<file path="src/rtl/pokemon_select_ctrl.sv">
// rtl/pokemon_select_ctrl.sv - 2x4 creature-select cursor, blink and confirm controller
// Optional feature macro: SELECT_WRAP_EN (left/right wrap within the row).
module pokemon_select_ctrl #(
  parameter int BLINK_FRAMES   = 16,
  parameter int CONFIRM_FRAMES = 30
) (
  input  logic       clk,
  input  logic       rst_n,
  input  logic       enable,
  input  logic       frame_tick,
  input  logic       btn_left,
  input  logic       btn_right,
  input  logic       btn_up,
  input  logic       btn_down,
  input  logic       btn_enter,
  input  logic       chosen_ack,
  output logic [7:0] pokemon_id,
  output logic       highlight_on,
  output logic       chosen_valid,
  output logic [7:0] chosen_id
);

  typedef enum logic [1:0] {
    S_IDLE,
    S_BROWSE,
    S_CONFIRM,
    S_DONE
  } state_t;

  localparam logic [7:0] BLINK_LAST   = 8'(BLINK_FRAMES - 1);
  localparam logic [7:0] CONFIRM_LAST = 8'(CONFIRM_FRAMES - 1);

  state_t     state;
  logic [7:0] frame_cnt;
  logic [2:0] slot;
  logic [2:0] next_slot;
  logic       move_press;
  logic [7:0] next_id;

  // slot = id-1: bit 2 is the row, bits 1:0 the column; id 8 maps to slot 7
  assign slot       = pokemon_id[2:0] - 3'd1;
  assign move_press = btn_left | btn_right | btn_up | btn_down;
  assign next_id    = {5'd0, next_slot} + 8'd1;

  always_comb begin
    next_slot = slot;
    if (btn_left) begin
      if (slot[1:0] != 2'd0)
        next_slot = {slot[2], slot[1:0] - 2'd1};
`ifdef SELECT_WRAP_EN
      else
        next_slot = {slot[2], 2'd3};
`endif
    end else if (btn_right) begin
      if (slot[1:0] != 2'd3)
        next_slot = {slot[2], slot[1:0] + 2'd1};
`ifdef SELECT_WRAP_EN
      else
        next_slot = {slot[2], 2'd0};
`endif
    end else if (btn_up) begin
      next_slot = {1'b0, slot[1:0]};
    end else if (btn_down) begin
      next_slot = {1'b1, slot[1:0]};
    end
  end

  always_ff @(posedge clk) begin
    if (!rst_n) begin
      state        <= S_IDLE;
      frame_cnt    <= 8'd0;
      pokemon_id   <= 8'd1;
      highlight_on <= 1'b0;
      chosen_valid <= 1'b0;
      chosen_id    <= 8'd0;
    end else if (!enable) begin
      state        <= S_IDLE;
      frame_cnt    <= 8'd0;
      highlight_on <= 1'b0;
      chosen_valid <= 1'b0;
    end else begin
      case (state)
        S_IDLE: begin
          state        <= S_BROWSE;
          frame_cnt    <= 8'd0;
          highlight_on <= 1'b1;
        end
        S_BROWSE: begin
          if (btn_enter) begin
            state        <= S_CONFIRM;
            chosen_id    <= pokemon_id;
            highlight_on <= 1'b1;
            frame_cnt    <= 8'd0;
          end else if (move_press) begin
            pokemon_id   <= next_id;
            highlight_on <= 1'b1;
            frame_cnt    <= 8'd0;
          end else if (frame_tick) begin
            if (frame_cnt >= BLINK_LAST) begin
              frame_cnt    <= 8'd0;
              highlight_on <= ~highlight_on;
            end else begin
              frame_cnt <= frame_cnt + 8'd1;
            end
          end
        end
        S_CONFIRM: begin
          if (frame_tick) begin
            if (frame_cnt >= CONFIRM_LAST) begin
              state        <= S_DONE;
              frame_cnt    <= 8'd0;
              chosen_valid <= 1'b1;
            end else begin
              frame_cnt <= frame_cnt + 8'd1;
            end
          end
        end
        S_DONE: begin
          if (chosen_ack) begin
            state        <= S_IDLE;
            chosen_valid <= 1'b0;
            highlight_on <= 1'b0;
          end
        end
        default: state <= S_IDLE;
      endcase
    end
  end

endmodule

</file>
<file path="config.mk">
export PLATFORM = sky130hd
export DESIGN_NAME = pokemon_select_ctrl
export DESIGN_NICKNAME = d
export VERILOG_FILES = /design/src/rtl/pokemon_select_ctrl.sv
export SDC_FILE = /design/constraint.sdc
export NUM_CORES = 1
export LEC_CHECK = 0
export CAP_MARGIN = 0
export CORE_MARGIN = 4
export CORE_UTILIZATION = 50
export CTS_CLUSTER_SIZE = 20
export DETAILED_ROUTE_END_ITERATION = 12
export PLACE_DENSITY_LB_ADDON = 0.2
export SKIP_CTS_REPAIR_TIMING = 1
export SYNTH_ARGS = -nofsm -noshare
export SYNTH_HDL_FRONTEND = slang
export SYNTH_SLANG_ARGS = --single-unit
</file>
<file path="constraint.sdc">
create_clock -name clk -period 2.6 [get_ports clk]
set_clock_uncertainty 0.2 [all_clocks]
set_input_delay 0.39 -clock clk [delete_from_list [all_inputs] [get_ports clk]]
set_output_delay 0.39 -clock clk [all_outputs]
set_load 0.05 [all_outputs]
</file>
==> results.txt <==
global routing usage on met1: 0.204
antenna diode instance count: 0
GRT Residual Overflow: 0
cells taking the most area after synthesis: sky130_fd_sc_hd__dfxtp_1 (30%), sky130_fd_sc_hd__ha_1 (13%), sky130_fd_sc_hd__o2111ai_1 (4.5%)
critical path data arrival time: 2.19 ns
GRT Max-Usage Layer: met2
post-synthesis cell count: 155
parity-gate share of the synthesized area counting xor and xnor cells: 0.0130
Highest Clock Rate: 455 MHz
warning count from the yosys run: 0
floorplan die area: 3590 um^2
final RePlAce weighted congestion: 0.835
simple-gate share of the synthesized area: 0.241
CTS tree: built
Std-Cell Core Area: 2520 um^2
Worst Path Max Fanout: 8
arithmetic-cell share of the synthesized area counting full adders, half adders and majority gates: 0.130
initial standard-cell utilization of the core: 0.535
met2 routing resource usage after global routing: 0.296
share of synthesized area spent on multiplexers: 0.0612
startpoint of the most critical register-to-register path: pokemon_id[0]
TritonCTS Buffers: 3
via count: 1172
routed length per placed instance: 14.0 um
Detailed Route WL: 2890 um
Distinct cells, synth: 39
met3 demand-to-capacity share in global routing: 0.0432
Critical Path RT: 2.59 ns
setup slack on the worst flop-to-flop path: 0.45 ns
remaining antenna violation count: 0
unrepaired setup endpoints after global routing: false
die width: 59.9 um
initial antenna violation count: 0
layout cells sized above 1: 0.0795
capture endpoint of the worst hold path: frame_cnt[5]
Critical R2R Capture: pokemon_id[1]
top cell type's share of synthesized area: 0.297
worst hold slack: 0.273 ns
most numerous cell types in the synthesized netlist: sky130_fd_sc_hd__dfxtp_1 (20), sky130_fd_sc_hd__ha_1 (14), sky130_fd_sc_hd__nand2_1 (14)
routed vias/inst: 5.69
buffer cell driving the clock tree root: sky130_fd_sc_hd__clkbuf_4
element type at the critical path start: input pin
number of levels the H-tree was split into: 1
compound-cell area share of the yosys netlist: 0.172
Post-synth top flop: sky130_fd_sc_hd__dfxtp_1
worst min-delay path category: register to register
Min-Delay Startpoint: frame_cnt[5]
number of slew-limit violations in the final report: 0
setup TNS after final layout: 0 ns
area added between synthesis and finish: 19.1%
vias in the first global route: 1070
pin count of the biggest net entering global routing: 13
max-cap viol count: 0
final cycle utilization of the critical path: 0.845
clock slew seen by the registers of the worst setup and hold paths: 0.13 ns
final net count: 201
cell with the most instances after synthesis: sky130_fd_sc_hd__dfxtp_1
placement row count: 18
number of buffers inserted by port buffering: 19
source-to-sink clock delay at the later pin of the worst-skew pair: 0.31 ns
multi-input logic area: 862 um^2
library cell with the largest summed area after synthesis: sky130_fd_sc_hd__dfxtp_1
combined global-route utilization of all metal layers: 0.169
Max-Slew Margin vs Limit: 0.664
height of the die: 59.9 um
number of setup violations in the final report: 0
Cell Pwr Density: 446 nW/um^2
sequential element share of the synthesized area: 0.297
I/O pins: 28
wire length of the first global-routing pass: 4730 um
number of enable-type register cells in the synthesized netlist: 0
min Tclk post-route: 2.20 ns
violation count after the first detailed-routing iteration: 74
clock tree buffer depth: 2
number of remaining DRC errors: 0
Post-DP HPWL: 2210 um
critical path type: input pin to register
Worst VDD drop: 0.000511 V
instance count along the most critical hold path: 2
outcome: finished, final reports clean
area occupied by registers: 400 um^2
kind of end point of the critical path: register
async set-reset flop share out of synthesis: 0
number of search-and-repair iterations in the first detailed-routing pass: 4
FILL cells: 210
flip-flop and latch count after synthesis: 20
leakage: 0.631 nW
dominant combinational cell family by area after synthesis: simple AND/OR/NAND/NOR gates
final hold violation count: 0
sink count of the clock tree: 20
post-synthesis instance area: 1350 um^2
r2r worst-path depth: 7
average size of a mapped cell: 8.70 um^2
transition at the pin with the smallest max-transition slack: 0.503 ns
-- where the power goes --
| group | internal (mW) | switching, mW |
|---|---|---|
| Clock | 0.156 | 0.103 |
| Sequential | 0.312 | 0.00627 |
| Combinational | 0.0489 | 0.0904 |
-- kinds of logic after synthesis --
group | after synthesis
flip-flops | 20
other | 1
XOR/XNOR | 2
AND/OR/NAND/NOR | 57
multiplexers | 8
adder cells (fa/ha/maj) | 14
AO/OA/AOI/OAI | 31
buffers and inverters | 22
-- layer usage --
| layer | share of wire | vias up | routed length [um] |
|---|---|---|---|
| met2 | 0.49 | 50 | 1430 |
| met1 | 0.43 | 543 | 1240 |
| met4 | 0.010 | 0 | 30 |
| met3 | 0.068 | 4 | 198 |
| met5 | 0 | - | 0 |
| li1 | - | 575 | - |
-- critical path, cell delays in order --
cell	delay (ns)
sky130_fd_sc_hd__clkdlybuf4s50_1	0.46
sky130_fd_sc_hd__or4_4	0.59
sky130_fd_sc_hd__nor4b_4	0.45
sky130_fd_sc_hd__a21oi_1	0.15
sky130_fd_sc_hd__mux2i_1	0.15
-- sequential cells by signal, summed over array words and instances, names as in the netlist --
register and flops:
chosen_id 4, pokemon_id 4, state 2, frame_cnt 8, chosen_valid 1, highlight_on 1
-- how the worst max path moves through the flow --
stage,slack [ns],endpoint,cells after the start,from
after floorplan,0.24,pokemon_id[1],7,pokemon_id[0]
after global placement,0.16,highlight_on,5,btn_right
after detailed placement,0.09,highlight_on,5,btn_right
after CTS,0.42,pokemon_id[0],1,pokemon_id[0]
after global routing,0.30,pokemon_id[1],7,pokemon_id[0]
final,0.40,highlight_on,5,btn_right
-- cells in the final DEF (no fill, tap or decap), drive strengths merged --
cell / Yosys / routed
inv: 9 / 9
nor2: 7 / 7
xnor2: 2 / 2
a211oi: 1 / 1
o2111ai: 7 / 7
bufinv: 0 / 1
nand3: 7 / 7
conb: 1 / 8
o21ai: 4 / 4
and3: 4 / 4
nor4: 1 / 1
buf: 10 / 4
clkbuf: 3 / 3
nor3b: 1 / 1
nand4: 3 / 3
nor3: 2 / 2
clkdlybuf4s50: 0 / 19
or4: 1 / 1
a32oi: 1 / 1
nor4b: 1 / 1
nor2b: 8 / 8
a22oi: 1 / 1
mux2i: 6 / 6
o211ai: 2 / 2
mux2: 2 / 2
nand2b: 5 / 5
and2: 2 / 2
o21a: 1 / 1
a21oi: 7 / 7
ha: 14 / 14
a211o: 1 / 1
a21boi: 1 / 1
a41o: 1 / 1
dfxtp: 20 / 20
a31oi: 2 / 2
nand2: 14 / 14
a41oi: 1 / 1
o311ai: 1 / 1
or3b: 1 / 1
-- final cells by class --
cell class	instances	share of cell area
multi-input combinational	120	0.537
clock buffer	3	0.0140
sequential	20	0.249
inverter	9	0.0210
tap	30	0.0234
clock inverter	1	0.0187
timing repair buffer	23	0.137
-- metrics by stage --
stage | area [um^2] | util | worst slack [ns] | instances | power, mW
after global routing | 1610 | 0.637 | 0.302 | 206 | 0.746
after CTS | 1610 | 0.637 | 0.416 | 206 | 0.720
after detailed placement | 1550 | 0.616 | 0.0895 | 202 | 0.464
final | 1610 | 0.637 | 0.403 | 206 | 0.717
after floorplan | 1380 | - | 0.243 | 162 | 0.430
after global placement | 1550 | 0.616 | 0.161 | 202 | 0.460
Note: power is estimated with default switching activity, not from simulation.
